$ cat config.mk
export PLATFORM = sky130hd
export DESIGN_NAME = seq_data_mem
export DESIGN_NICKNAME = d
export VERILOG_FILES = /design/src/rtl/seq_data_mem_pkg.sv /design/src/rtl/seq_data_mem_init.sv /design/src/rtl/seq_data_mem.sv
export SDC_FILE = /design/constraint.sdc
export NUM_CORES = 2
export LEC_CHECK = 0
export CAP_MARGIN = 20
export CORE_ASPECT_RATIO = 0.6
export CORE_UTILIZATION = 60
export CTS_BUF_LIST = sky130_fd_sc_hd__clkbuf_4 sky130_fd_sc_hd__clkbuf_8
export CTS_CLUSTER_SIZE = 25
export DETAILED_ROUTE_END_ITERATION = 10
export GPL_TIMING_DRIVEN = 1
export PLACE_DENSITY = 0.72
export SYNTH_ARGS = -nofsm -noshare
export SYNTH_HDL_FRONTEND = slang
export SYNTH_SLANG_ARGS = --single-unit
$ cat constraint.sdc
create_clock -name clk -period 14.5 [get_ports clk]
set_input_delay 3.625 -clock clk [delete_from_list [all_inputs] [get_ports clk]]
set_output_delay 3.625 -clock clk [all_outputs]
set_load 0.1 [all_outputs]
$ cat src/rtl/seq_data_mem_pkg.sv
// Shared types and constants for the seq_core data memory.
// No logic; imported by seq_data_mem and seq_data_mem_init.
package seq_data_mem_pkg;

    typedef enum logic {
        ST_INIT  = 1'b0,
        ST_READY = 1'b1
    } state_t;

    localparam int INIT_ZERO  = 0;
    localparam int INIT_INDEX = 1;
    localparam int STATS_W    = 16;

endpackage

$ cat src/rtl/seq_data_mem_init.sv
// Post-reset fill sequencer: owns the INIT/READY FSM and the sweep counter.
// Latency: DEPTH cycles of busy after rst drops, one word per cycle.
// Backpressure: none; the core is simply ignored while busy is high.
module seq_data_mem_init
    import seq_data_mem_pkg::*;
#(
    parameter int DEPTH     = 128,
    parameter int D_SIZE    = 32,
    parameter int INIT_MODE = 1,
    parameter int IW        = 7
) (
    input  logic              i_clk,
    input  logic              i_rst,
    output logic              o_busy,
    output logic              o_init_we,
    output logic [IW-1:0]     o_init_addr,
    output logic [D_SIZE-1:0] o_init_data
);

    // One spare bit so the counter can step past DEPTH-1 without wrapping.
    localparam int             CW   = $clog2(DEPTH) + 1;
    localparam logic [CW-1:0]  LAST = CW'(DEPTH - 1);

    state_t        r_state;
    logic [CW-1:0] r_cnt;
    logic          r_busy;

    always_ff @(posedge i_clk) begin
        if (i_rst) begin
            r_state <= ST_INIT;
            r_cnt   <= '0;
            r_busy  <= 1'b1;
        end else if (r_state == ST_INIT) begin
            r_cnt <= r_cnt + 1'b1;
            if (r_cnt == LAST) begin
                r_state <= ST_READY;
                r_busy  <= 1'b0;
            end
        end
    end

    assign o_busy      = r_busy;
    assign o_init_we   = (r_state == ST_INIT);
    assign o_init_addr = IW'(r_cnt);
    assign o_init_data = (INIT_MODE == INIT_INDEX) ? D_SIZE'(r_cnt) : '0;

endmodule

$ cat src/rtl/seq_data_mem.sv
// Data memory for seq_core with registered read data and sticky fault flags.
// Latency: 1 cycle read; no backpressure, accesses while busy are dropped.
// SEQ_DATA_MEM_STATS_EN adds saturating rd_count/wr_count outputs.
module seq_data_mem
    import seq_data_mem_pkg::*;
#(
    parameter int A_SIZE    = 10,
    parameter int D_SIZE    = 32,
    parameter int DEPTH     = 128,
    parameter int INIT_MODE = 1
) (
    input  logic              clk,
    input  logic              rst,
    input  logic              read,
    input  logic              write,
    input  logic [A_SIZE-1:0] address,
    input  logic [D_SIZE-1:0] data_out,
    output logic [D_SIZE-1:0] data_in,
    output logic              busy,
    output logic              err_conflict,
    output logic              err_range
`ifdef SEQ_DATA_MEM_STATS_EN
    ,
    output logic [STATS_W-1:0] rd_count,
    output logic [STATS_W-1:0] wr_count
`endif
);

    localparam int                IW      = (DEPTH > 1) ? $clog2(DEPTH) : 1;
    localparam logic [A_SIZE:0]   DEPTH_A = (A_SIZE + 1)'(DEPTH);

    logic              w_busy;
    logic              w_init_we;
    logic [IW-1:0]     w_init_addr;
    logic [D_SIZE-1:0] w_init_data;
    logic [IW-1:0]     w_idx;
    logic              w_in_range;
    logic              w_rd_ok;
    logic              w_wr_ok;

    logic [D_SIZE-1:0] r_mem [DEPTH];
    logic [D_SIZE-1:0] r_data_in;
    logic              r_err_conflict;
    logic              r_err_range;

    seq_data_mem_init #(
        .DEPTH     (DEPTH),
        .D_SIZE    (D_SIZE),
        .INIT_MODE (INIT_MODE),
        .IW        (IW)
    ) u_init (
        .i_clk       (clk),
        .i_rst       (rst),
        .o_busy      (w_busy),
        .o_init_we   (w_init_we),
        .o_init_addr (w_init_addr),
        .o_init_data (w_init_data)
    );

    assign w_idx      = address[IW-1:0];
    assign w_in_range = ({1'b0, address} < DEPTH_A);
    assign w_rd_ok    = !w_busy && read && !write && w_in_range;
    assign w_wr_ok    = !w_busy && write && !read && w_in_range;

    // Sweep and core writes never overlap: busy covers the whole INIT state.
    always_ff @(posedge clk) begin
        if (w_init_we) begin
            r_mem[w_init_addr] <= w_init_data;
        end else if (w_wr_ok) begin
            r_mem[w_idx] <= data_out;
        end
    end

    always_ff @(posedge clk) begin
        if (rst) begin
            r_data_in      <= '0;
            r_err_conflict <= 1'b0;
            r_err_range    <= 1'b0;
        end else if (!w_busy) begin
            if (read && write) begin
                r_err_conflict <= 1'b1;
            end
            if ((read || write) && !w_in_range) begin
                r_err_range <= 1'b1;
            end
            if (w_rd_ok) begin
                r_data_in <= r_mem[w_idx];
            end else if (read && !write && !w_in_range) begin
                r_data_in <= '0;
            end
        end
    end

    assign data_in      = r_data_in;
    assign busy         = w_busy;
    assign err_conflict = r_err_conflict;
    assign err_range    = r_err_range;

`ifdef SEQ_DATA_MEM_STATS_EN
    logic [STATS_W-1:0] r_rd_count;
    logic [STATS_W-1:0] r_wr_count;

    always_ff @(posedge clk) begin
        if (rst) begin
            r_rd_count <= '0;
            r_wr_count <= '0;
        end else begin
            if (w_rd_ok && (r_rd_count != '1)) begin
                r_rd_count <= r_rd_count + 1'b1;
            end
            if (w_wr_ok && (r_wr_count != '1)) begin
                r_wr_count <= r_wr_count + 1'b1;
            end
        end
    end

    assign rd_count = r_rd_count;
    assign wr_count = r_wr_count;
`endif

endmodule

Word level (Yosys, flattened, before mapping)
Memories as Yosys holds them, arrays and structs flattened.
Index checks and enable logic that the tools add are counted.
- bits in latches: 0
- memory bits (read-only): 0
- memories kept: 1
- bits in registers: 44
- RAM bits: 4096
- memories (memory ; words ; bits a word ; read ports ; clocked after memory_dff ; write ports ; line ; source):
    r_mem ; 128 ; 32 ; 1 ; 0 ; 1 ; seq_data_mem.sv:41 ; logic [D_SIZE-1:0] r_mem [DEPTH];
- muxes and demuxes: 11
- magnitude comparators: 1
- divide/modulo/power cells: 0
- equal/unequal tests: 1
- reductions and logical operators: 21
- shift operators: 0
- bitwise gates (word level): 2
- multiply operators: 0
- add/subtract/negate cells: 1
- operators with widths (operator ; number):
    2-to-1 mux 32 bit ; 3
    OR reduction 32 bit ; 1
    logical AND 1 bit ; 10
    less-than comparator 10 x 8 -> 1 bit, second input constant ; 1
    adder 8 x 1 -> 8 bit, second input constant ; 1
    equality test 8 x 7 -> 1 bit, second input constant ; 1
    AND reduction 2 bit ; 4
    2-to-1 mux 1 bit ; 7
    2-to-1 mux 7 bit ; 1
    zero test 1 bit ; 4
    NOT 1 bit ; 2
    nonzero test 2 bit ; 1
    logical OR 1 bit ; 1

Longest topological paths before layout
- word-level depth: 9
- mapped depth: 11
- gate-level depth less buffers: 6

Modules after synthesis
From an unflattened synthesis, not the netlist that was laid out.
- cell total of the unflattened synthesis: 7050
- area total of the unflattened synthesis: 158081.6 um^2
- modules (own cells, without submodules) (module ; area an instance (um^2) ; seq. area each (um^2) ; times used ; cells each):
    seq_data_mem ; 157394.7 ; 123678.6 ; 1 ; 6971
    seq_data_mem_init ; 686.9 ; 200.2 ; 1 ; 79

Worst setup path before layout
No wires, ideal clock.
- path kind: input port to flip-flop
- from: input write
- to: memory r_mem[0][3] (data pin)
- setup slack: 4.093 ns
- arrival time: 9.209 ns
- data required time: 13.302 ns
- cell stages on the path: 5
- setup time: 1.198 ns
- path buffers: 1
- cell sequence: nor3b_1 > nand2_1 > nor2_1 > clkbuf_1 > o21ai_0
- word-level cells in the longest chain between the ends: 8
- ends and longest elaborated chain (what ; line ; source):
    from (decl) ; seq_data_mem.sv:15 ; input logic write,
    logical AND 1 bit (3 in a row) ; seq_data_mem.sv:63 ; assign w_wr_ok = !w_busy && write && !read && w_in_range;
    2-to-1 mux 1 bit ; seq_data_mem.sv:69 ; end else if (w_wr_ok) begin
    2-to-1 mux 1 bit ; seq_data_mem.sv:67 ; if (w_init_we) begin
    2-to-1 mux 1 bit (not written as such) ; seq_data_mem.sv:70 ; r_mem[w_idx] <= data_out;
    OR reduction 32 bit (no line) ; -- ;
    2-to-1 mux 32 bit (no line) ; -- ;
    to (decl) ; seq_data_mem.sv:41 ;
No other way between the ends.

Final worst setup path
- from: input address[1]
- to: register r_data_in[3] (netlist: data_in[3])
- word-level cells in the longest chain between the ends: 5
- ends and longest elaborated chain (what ; line ; source):
    from (decl) ; seq_data_mem.sv:16 ; input logic [A_SIZE-1:0] address,
    less-than comparator 10 x 8 -> 1 bit ; seq_data_mem.sv:61 ; assign w_in_range = ({1'b0, address} < DEPTH_A);
    zero test 1 bit ; seq_data_mem.sv:88 ; end else if (read && !write && !w_in_range) begin
    logical AND 1 bit ; seq_data_mem.sv:88 ;
    nonzero test 2 bit (no line) ; -- ;
    AND reduction 2 bit (no line) ; -- ;
    to (signal assigned) ; seq_data_mem.sv:87 ; r_data_in <= r_mem[w_idx];
    to (decl) ; seq_data_mem.sv:42 ; logic [D_SIZE-1:0] r_data_in;
Parallel ways exist; a longest one is shown, timed or not.
A chain may end at the register's enable or synchronous reset.

==> qor.txt <==
Number of enable-type register cells in the synthesized netlist: 4096
Die Area: 265000 µm²
Worst endpoint required time: 15390 ps
Height of the chip: 399 µm
Initial cell density of the core: 0.605
RSZ-0062 raised after global routing: false
Iteration-0 DRC Markers: 13100
Synthesized net count: 6972
Yosys warning total: 0
Antenna violations before repair: 32
Cells on worst reg2reg path: 7
Start point of the worst hold path: err_range
Cell Rows: 145
Reg2Reg Capture Point: r_mem[89][22]
Post-cts resize count: 0
Clock buffer count from CTS: 574
Critical Path Fanout Max: 102
Maximum clock frequency: 134 MHz
Hold buffer count at cts: 0
Tightest slew margin relative to the limit: 0.0618
Register-to-register path setup slack: 10400 ps
Grt ovf: 0
CP dominant cell by count: sky130_fd_sc_hd__buf_12
TritonCTS clock tree: yes
Maximum number of pins on one net before global-route repair: 135
Library cell contributing the largest single delay on the critical path: sky130_fd_sc_hd__a2111oi_1
RR Startpoint: u_init.o_busy
Sequential share of the synthesized area: 0.784
Placed standard-cell area: 164000 µm²
DRC: 0
Top cells by area, synth: sky130_fd_sc_hd__edfxtp_1 (78%), sky130_fd_sc_hd__mux4_2 (14%), sky130_fd_sc_hd__mux2i_1 (1.4%)
Setup TNS: 0 ps
Cell family with most CP delay: buffers and inverters
Total setup violations reported at the end of the flow: 0
Buffer cell driving the clock tree root: sky130_fd_sc_hd__clkbuf_8
Kind of start point of the critical path: primary input
Via count of the routed design: 80300
Global-route wire length before repair: 599 mm
Count of mapped cells out of synthesis: 6925
Mean Syn Cell Area: 22.8 µm²
Number of top-level pins: 81
Classification of the worst setup path: primary input to register
Routed wire length per instance: 38.3 µm
Synthesis-to-layout area growth: 11.2%
Number of hold violations in the final report: 0
Number of buffers between clock root and the deepest sink: 4
Proportion of layout cells with a drive suffix above 1: 0.313
Final design area excluding fillers: 176000 µm²
Final critical-path required period: 7480 ps
Pwr Density: 129 nW/µm²
Detail Placement HPWL: 245 mm
Number of fillers in the final layout: 15800
Number of I/O port buffers: 80
Static leakage power: 58.1 nW
Overall power consumption: 0.0226 W
Core region area: 261000 µm²
Number of synthesized register bits: 4140
Max-Cap Viols: 0
Post-synthesis cell area: 158000 µm²
Peak supply drop: 0.105 mV
Actual transition at the worst max-transition pin: 1410 ps
Clock slew at the register clock pins of the worst setup and hold paths: 60 ps
Total Wirelength: 435 mm
Worst-path cell chain: buf_8, buf_4, buf_12, buf_12, mux4_2, a22oi_1, a21oi_1, a2111oi_1, o211ai_1
Clk sinks: 4140
Worst clock skew: 54.2 ps
Nature of the critical path endpoint: register
Via count normalized by instance count: 7.08
Fin crit share: 0.516
Core occupancy in the finished layout: 0.672
Number of instances on the worst hold path: 2
Die width: 664 µm
Hold Path Sink: err_range
Most frequent cell after synthesis: sky130_fd_sc_hd__edfxtp_1
Commonest cells in the netlist: sky130_fd_sc_hd__edfxtp_1 (4096), sky130_fd_sc_hd__mux4_2 (958), sky130_fd_sc_hd__a22oi_1 (256)
Post-synth ARST share: 0
Final-report max-slew violation count: 0
Setup Fix Bufs, Post-CTS: 0
Count of antenna-violating nets left after detailed routing: 0
CP bufs+invs: 4
Area share of the leading cell type in the synthesized netlist: 0.779
Worst path arrival time: 8370 ps
Vias in the first global route: 77000
Post-synth cell types: 57
Most frequently used flop master after synthesis: sky130_fd_sc_hd__edfxtp_1
Run status: finished clean
Total global-route track usage: 0.327
Post-synthesis cell type with the largest combined area: sky130_fd_sc_hd__edfxtp_1
Routability cong.: 0.902
Net count reported at finish: 7499
Number of levels the H-tree was split into: 6
Slowest Stage Delay on Critical Path: 820 ps
Clock latency of the later-clocked register in the worst-skew pair: 1060 ps
DRT Pass-1 Iters: 8
Class of the most critical hold timing path: register to register
## worst min-delay path: stages (launching register included)
cell	delay (ps)
sky130_fd_sc_hd__dfxtp_1	330
sky130_fd_sc_hd__nor2_1	50
sky130_fd_sc_hd__nor2_1	70
## flip-flops by register name, summed over array words and instances (netlist names)
register	cells
r_mem	4096
data_in	32
u_init.r_cnt	8
err_conflict	1
err_range	1
u_init.o_busy	1
u_init.r_state	1
## layer usage
metal	part of all wire	vias up	GRT usage
li1	-	30800	-
met1	0.37	42100	0.481
met2	0.43	6660	0.454
met3	0.16	773	0.133
met4	0.033	22	0.105
met5	0.00063	-	0
## through the flow
step,cells,hold slack [ps],worst slack (ps)
4_1_cts,11300,488,7140
3_3_place_gp,10300,471,4870
2_1_floorplan,6925,516,4090
5_1_grt,11300,545,6960
6_report,11300,489,7020
3_5_place_dp,10300,468,6050
## worst max-delay path by stage
stage               startpoint     endpoint  cells after the start
finish              address[1]   data_in[3]                      9
global route        address[0]   data_in[8]                      9
CTS                 address[1]   data_in[3]                      9
detailed placement  address[1]   data_in[3]                      9
global placement    address[0]  data_in[22]                      8
floorplan                write  r_mem[0][3]                      5
## cell type report
class	count	area, µm²	area share
sequential	4140	124000	0.706
antenna	18	45.0	0.000257
tap	3454	4320	0.0246
multi-input combinational	2355	33100	0.188
inverter	8	37.5	0.000214
timing repair buffer	373	3300	0.0188
clock inverter	199	1140	0.00651
clock buffer	798	9760	0.0556
## logic make-up after synthesis
logic type,count (synthesis),share of synthesized area
flip-flops,4140,0.784
multiplexers,1292,0.159
AO/OA/AOI/OAI,685,0.0316
buffers and inverters,430,0.0135
AND/OR/NAND/NOR,370,0.0113
XOR/XNOR,7,0.000388
adder cells (fa/ha/maj),1,0.0000792
## where the power goes
| group | switching [W] | internal (W) | leakage, nW |
|---|---|---|---|
| Clock | 0.00433 | 0.00448 | 5.76 |
| Sequential | 0.00000933 | 0.0130 | 41.2 |
| Combinational | 0.000535 | 0.000285 | 11.1 |
| Total | 0.00488 | 0.0178 | 58.1 |
## placed cells by master (no fill, tap or decap), types with 21 or more instances in the layout
| master | instances |
|---|---|
| sky130_fd_sc_hd__and2_4 | 25 |
| sky130_fd_sc_hd__a211oi_1 | 49 |
| sky130_fd_sc_hd__clkbuf_8 | 602 |
| sky130_fd_sc_hd__nor2_1 | 48 |
| sky130_fd_sc_hd__mux4_2 | 958 |
| sky130_fd_sc_hd__nor3_2 | 39 |
| sky130_fd_sc_hd__a21oi_1 | 107 |
| sky130_fd_sc_hd__mux2_2 | 113 |
| sky130_fd_sc_hd__buf_4 | 259 |
| sky130_fd_sc_hd__nand2_1 | 42 |
| sky130_fd_sc_hd__clkdlybuf4s50_1 | 74 |
| sky130_fd_sc_hd__clkinv_2 | 41 |
| sky130_fd_sc_hd__edfxtp_1 | 4096 |
| sky130_fd_sc_hd__nor2_4 | 82 |
| sky130_fd_sc_hd__o221ai_1 | 64 |
| sky130_fd_sc_hd__clkbuf_4 | 196 |
| sky130_fd_sc_hd__mux2i_1 | 219 |
| sky130_fd_sc_hd__nand3_1 | 25 |
| sky130_fd_sc_hd__o22ai_1 | 32 |
| sky130_fd_sc_hd__o211ai_1 | 48 |
| sky130_fd_sc_hd__a22oi_1 | 256 |
| sky130_fd_sc_hd__nor2b_1 | 21 |
| sky130_fd_sc_hd__clkinv_1 | 119 |
| sky130_fd_sc_hd__dfxtp_1 | 44 |
No activity file was read; power rests on OpenSTA's default activity.
